===== src/rtl/rx_controller.sv =====
// Two-segment remote-switch receiver: pairs segment-1/segment-2 UART bytes into demod outputs,
// flagging protocol errors and segment-2 timeouts.
module rx_controller #(
  parameter int TIMEOUT = 100000,
  parameter int ERR_W   = 8
) (
  input  logic             clk,
  input  logic             rst,
  input  logic             rx_valid,
  input  logic [7:0]       rx_data,
  input  logic             frame_err,
  output logic             demod_1,
  output logic             demod_2,
  output logic             update,
  output logic             err,
  output logic [ERR_W-1:0] err_count,
  output logic             busy
);

  localparam int CNT_W = (TIMEOUT > 1) ? $clog2(TIMEOUT) : 1;
  localparam logic [CNT_W-1:0] CNT_MAX = CNT_W'(TIMEOUT - 1);

  typedef enum logic {IDLE = 1'b0, WAIT_SEG2 = 1'b1} state_t;

  state_t           state_q, state_d;
  logic             hold_1_q, hold_1_d;
  logic [CNT_W-1:0] cnt_q, cnt_d;
  logic             demod_1_q, demod_1_d;
  logic             demod_2_q, demod_2_d;
  logic             update_q, update_d;
  logic             err_q, err_d;
  logic [ERR_W-1:0] err_count_q, err_count_d;

  logic is_seg1, is_seg2, byte_ok;

  assign is_seg1 = (rx_data[7:6] == 2'b01);
  assign is_seg2 = (rx_data[7:6] == 2'b10);
  assign byte_ok = !frame_err && (is_seg1 || is_seg2) && (rx_data[5:1] == 5'd0);

  always_comb begin
    state_d     = state_q;
    hold_1_d    = hold_1_q;
    cnt_d       = cnt_q;
    demod_1_d   = demod_1_q;
    demod_2_d   = demod_2_q;
    update_d    = 1'b0;
    err_d       = 1'b0;
    err_count_d = err_count_q;

    // An arriving byte always wins over the timeout check in the same cycle.
    if (rx_valid) begin
      if (!byte_ok) begin
        err_d   = 1'b1;
        state_d = IDLE;
      end else if (is_seg1) begin
        err_d    = (state_q == WAIT_SEG2);
        hold_1_d = rx_data[0];
        cnt_d    = '0;
        state_d  = WAIT_SEG2;
      end else if (state_q == WAIT_SEG2) begin
        demod_1_d = hold_1_q;
        demod_2_d = rx_data[0];
        update_d  = 1'b1;
        state_d   = IDLE;
      end else begin
        err_d = 1'b1;
      end
    end else if (state_q == WAIT_SEG2) begin
      if (cnt_q == CNT_MAX) begin
        err_d   = 1'b1;
        state_d = IDLE;
      end else begin
        cnt_d = cnt_q + CNT_W'(1);
      end
    end

    if (err_d && (err_count_q != {ERR_W{1'b1}})) begin
      err_count_d = err_count_q + ERR_W'(1);
    end
  end

  always_ff @(posedge clk) begin
    if (rst) begin
      state_q     <= IDLE;
      hold_1_q    <= 1'b0;
      cnt_q       <= '0;
      demod_1_q   <= 1'b0;
      demod_2_q   <= 1'b0;
      update_q    <= 1'b0;
      err_q       <= 1'b0;
      err_count_q <= '0;
    end else begin
      state_q     <= state_d;
      hold_1_q    <= hold_1_d;
      cnt_q       <= cnt_d;
      demod_1_q   <= demod_1_d;
      demod_2_q   <= demod_2_d;
      update_q    <= update_d;
      err_q       <= err_d;
      err_count_q <= err_count_d;
    end
  end

  assign demod_1   = demod_1_q;
  assign demod_2   = demod_2_q;
  assign update    = update_q;
  assign err       = err_q;
  assign err_count = err_count_q;
  assign busy      = (state_q == WAIT_SEG2);

endmodule


===== config.mk =====
export PLATFORM = sky130hd
export DESIGN_NAME = rx_controller
export DESIGN_NICKNAME = d
export VERILOG_FILES = /design/src/rtl/rx_controller.sv
export SDC_FILE = /design/constraint.sdc
export NUM_CORES = 1
export LEC_CHECK = 0
export ABC_AREA = 1
export CAP_MARGIN = 10
export CORE_MARGIN = 2
export CORE_UTILIZATION = 47
export CTS_BUF_LIST = sky130_fd_sc_hd__clkbuf_16
export DETAILED_ROUTE_END_ITERATION = 8
export GPL_TIMING_DRIVEN = 0
export PLACE_DENSITY = 0.8
export SYNTH_ARGS = -nofsm -noshare
export SYNTH_HDL_FRONTEND = slang
export SYNTH_SLANG_ARGS = --single-unit

===== constraint.sdc =====
create_clock -name clk -period 3.95 [get_ports clk]
set_input_delay 0.79 -clock clk [delete_from_list [all_inputs] [get_ports clk]]
set_output_delay 0.79 -clock clk [all_outputs]
set_load 0.03 [all_outputs]

---- Word level (Yosys, flattened, before mapping) ----
Index checks and enable logic that the tools add are counted.
word-level totals
  flip-flop bits (word level) ............. 31
  output and inout bits ................... 13
  input port bits ......................... 12
cells by class
  $add $sub $neg .......................... 2
  reductions and logical operators ........ 11
  bitwise logic cells ..................... 3
  mux-type cells .......................... 17
  equal/unequal tests ..................... 7
operators with widths
  kind                                           number
  two-way mux 17 bit                             5
  adder 17 x 1 -> 17 bit, second input constant  1
  == test 17 bit, second input constant          1
  two-way mux 1 bit                              12
  adder 8 x 1 -> 8 bit, second input constant    1
  != test 8 bit, second input constant           1
  AND reduction 4 bit                            2
  zero test 5 bit                                1
  != test 2 x 1 -> 1 bit, second input constant  2
  OR reduction 4 bit                             1
  logical AND 1 bit                              3
  NOT 1 bit                                      3
  AND reduction 3 bit                            1
  == test 2 x 1 -> 1 bit, second input constant  1
  == test 2 bit, second input constant           1
  != test 2 bit, second input constant           1
  nonzero test 2 bit                             1
  zero test 1 bit                                1
  logical OR 1 bit                               1

---- Logic depth before layout (Yosys ltp) ----
  depth in word-level cells ............... 7
  depth in mapped cells ................... 11
  gate-level depth less buffers ........... 11

---- Worst setup path after synthesis ----
OpenSTA, ideal clock, no wires.
  kind .................................... input to register
  from .................................... input port rx_data[7]
  to ...................................... register err_count_q[5] (netlist: err_count[5])
  arrival time ............................ 1.898 ns
  cell stages on the path ................. 10
  slack ................................... 1.936 ns
  cell sequence ........................... inv_1 > ha_1 > or2_1 > nand2_1 > nand3_1 > nand2_2 > nand2_4 > buf_6 > a21oi_1 > nor2_1
on the way
  cells in the longest elaborated chain, start to end .. 7
  elaborated cells on any way between the ends .. 9
  classes of those cells .................. 2 x eq/ne; 3 x mux; 4 x reduce/logical
ends and longest elaborated chain
  what                                                            line    RTL
  start: declaration                                              10      input logic [7:0] rx_data,
  == test 2 x 1 -> 1 bit / == test 2 bit (equally long branches)  36, 37
  logical OR 1 bit                                                38      assign byte_ok = !frame_err && (is_seg1 || is_seg2) && (rx_data[5:1] == 5'd0);
  logical AND 1 bit (2 in series)                                 38
  two-way mux 1 bit (*)                                           52      if (!byte_ok) begin
  two-way mux 1 bit (*)                                           51      if (rx_valid) begin
  logical AND 1 bit (*)                                           77      if (err_d && (err_count_q != {ERR_W{1'b1}})) begin
  end signal: assignment                                          100     err_count_q <= err_count_d;
  end: declaration                                                32      logic [ERR_W-1:0] err_count_q, err_count_d;
Every way passes the cells marked *; elsewhere a longest branch is shown, timed or not.
A chain may end at the register's enable or synchronous reset.

---- Worst setup path in the final report ----
  from .................................... input port rx_data[7]
  to ...................................... register cnt_q[2]
on the way
  cells in the longest elaborated chain, start to end .. 6
  elaborated cells on any way between the ends .. 8
  classes of those cells .................. 4 x eq/ne; 4 x reduce/logical
ends and longest elaborated chain
  what                                                            line    RTL
  == test 2 x 1 -> 1 bit / == test 2 bit (equally long branches)  36, 37
  logical OR 1 bit                                                38
  logical AND 1 bit (2 in series)                                 38
  != test 2 x 1 -> 1 bit (no line)                                -
  AND reduction 4 bit (no line) (*)                               -
  end signal: assignment                                          95      cnt_q <= cnt_d;
  end: declaration                                                27      logic [CNT_W-1:0] cnt_q, cnt_d;
Marks and branches as above.

==> metrics.yaml <==
status: "completed"
leakage_nw: 0.899
clkTransAtPathRegs_ns: 0.05
cts.repair.resized: 0
vias_per_cell: 5.18
utilization: 0.618
rr_worst_depth: 9
fin_cells: 359
cts.htree.levels: 2
mostFrequentLayoutCell: "nand2_1"
syn2layout_area_growth_pct: 23.4
cts_buffers: 5
end_kind: "flip-flop"
rr_startpoint: "cnt_q[0]$_SDFFE_PP0P_"
finalHoldViolations: 0
crit_arrival_ns: 2.61
die_h_um: 67.2
hold_path.class: "flip-flop to flip-flop"
peakVddDrop_uv: 237
ant_nets: 0
p_per_area_mw_per_mm2: 317
rsz0062_at_grt: "no"
slew-limit-headroom: 0.622
dp_worst_setup_slack_ns: 1.30
report.final.slew_viol_count: 0
overflow: 0
r2r_slack_ns: 2.26
clk_latency_ns: 0.28
core-area_mm2: 0.00374
clkSinkCount: 31
gp_congestion: 0.875
grt_pass1_vias: 1731
power_mw: 0.733
crit_required_ns: 4.16
cp-start-kind: "primary input"
setup_ws_ns: 1.54
timing.hold.ws_ns: 0.460
totalWireLength_um: 4170
wl_per_cell_um: 11.6
synth_seq_cells: 31
nNetsFinal: 325
drtIter0Drc: 120
post_synth.cell_area_avg_um2: 6.72
ios: 25
ctsHoldBuffers: 0
postCtsSetupBuffers: 0
min-delay-start: "hold_1_q$_SDFFE_PP0P_"
antenna_found_initial: 0
fmax_ghz: 0.416
rows: 22
placed_cells: 351
drive_above_1_share: 0.106
place_area_mm2: 0.00217
fin_setup_tns_ns: 0
netlist_area_mm2: 0.00187
finClkSkew_ns: 0.00819
grt_pass1_wl_um: 7210
initial_core_util: 0.501
tritoncts: "done"
dieArea_mm2: 0.00451
port_buffers: 24
rr_endpoint: "cnt_q[2]$_SDFFE_PP0P_"
vias: 1859
grt_use_total: 0.210
final_area_mm2: 0.00231
post-route-min-period_ns: 2.41
criticalPathCategory: "primary input to flip-flop"
clockRootBuffer: "clkbuf_16"
synth_fp_nets: 294
drc: 0
period_share: 0.609
ys_seq_area_frac: 0.331
die_w_um: 67.2
worstHoldPathCells: 2
worstMarginPinSlew_ns: 0.567
yosys_warnings: 0
hpwlAfterDp_um: 2950
ys_types: 35
crit_fanout: 10
firstDrtPassIters: 4
synthesis.instances: 279
drv_cap: 0
mostFrequentLayoutCells: "69 x nand2_1, 41 x nor2_1, 31 x dfxtp_1, 27 x nand3_1"
finalSetupViolations: 0
insertedDiodeCount: 0
cts_buffer_depth: 2
hold_path_end: "hold_1_q$_SDFFE_PP0P_"
grt_max_degree: 11
==> flip-flops by register name, indices dropped and copies added, names as in the netlist <==
register / flops
err: 1
err_count: 8
update: 1
busy: 1
demod_1: 1
demod_2: 1
cnt_q: 17
hold_1_q: 1
==> cells by family (layout without fill, tap and decap cells) <==
logic type | after synthesis | count (layout) | share of synthesized area
AND/OR/NAND/NOR | 180 | 180 | 0.469
adder cells (fa/ha/maj) | 3 | 3 | 0.0200
flip-flops | 31 | 31 | 0.331
XOR/XNOR | 4 | 4 | 0.0187
buffers and inverters | 32 | 64 | 0.0788
AO/OA/AOI/OAI | 29 | 29 | 0.0821
==> cells in the mapped netlist (all sizes together) <==
cell type | count | area, µm²
and2 | 2 | 12.5
buf | 4 | 42.5
nor2b | 1 | 6.26
clkinv | 1 | 3.75
nor4 | 3 | 18.8
and3 | 1 | 6.26
clkbuf | 3 | 11.3
nand2 | 75 | 312
a211oi | 1 | 7.51
xnor2 | 2 | 17.5
nor3 | 13 | 70.1
a21oi | 25 | 129
o21ai | 2 | 10.0
dfxtp | 31 | 621
nand3 | 32 | 193
or2 | 1 | 6.26
o21bai | 1 | 7.51
xor2 | 2 | 17.5
nor2 | 46 | 205
inv | 24 | 90.1
ha | 3 | 37.5
nand4 | 6 | 50.0
==> worst max-delay path by stage <==
stage / cells past startpoint / slack (ns) / end / startpoint
6_report: 12 / 1.54 / cnt_q[2]$_SDFFE_PP0P_ / rx_data[7]
5_1_grt: 12 / 1.33 / cnt_q[2]$_SDFFE_PP0P_ / rx_data[7]
4_1_cts: 12 / 1.57 / cnt_q[2]$_SDFFE_PP0P_ / rx_data[7]
3_5_place_dp: 12 / 1.30 / cnt_q[2]$_SDFFE_PP0P_ / rx_data[7]
3_3_place_gp: 12 / 1.31 / cnt_q[7]$_SDFFE_PP0P_ / rx_data[7]
2_1_floorplan: 10 / 1.94 / err_count[5]$_SDFFE_PP0P_ / rx_data[7]
==> area by class of cell <==
class                   count  area (µm²)
repair buffers             24         240
inverters                  25        93.8
clock buffers               5         125
plain buffers               7        53.8
flip-flops and latches     31         621
clock inverters             3        12.5
multi-input cells         216        1110
well taps                  48        60.1
fillers                   348        1430
==> critical path, cell delays in order <==
cell,delay (ns)
clkdlybuf4s50_1,0.45
inv_1,0.04
ha_1,0.26
nor2_1,0.08
and2_1,0.15
nand2_1,0.12
inv_2,0.11
nand3_4,0.11
nand2_4,0.15
buf_6,0.16
nand2_1,0.06
a21oi_1,0.13
==> power by group <==
| group | internal (mW) | leakage [nW] | switching (mW) | total (mW) |
|---|---|---|---|---|
| Clock | 0.227 | 0.0762 | 0.138 | 0.365 |
| Combinational | 0.0223 | 0.572 | 0.0272 | 0.0495 |
| Sequential | 0.316 | 0.250 | 0.00230 | 0.318 |
==> routing by layer <==
| layer | GRT usage | share of wire | vias up |
|---|---|---|---|
| li1 | - | - | 976 |
| met1 | 0.267 | 0.47 | 821 |
| met2 | 0.337 | 0.46 | 57 |
| met3 | 0.0583 | 0.059 | 5 |
| met4 | 0.0842 | 0.013 | 0 |
| met5 | 0 | 0 | - |
Power figures use the tool's default switching activity.
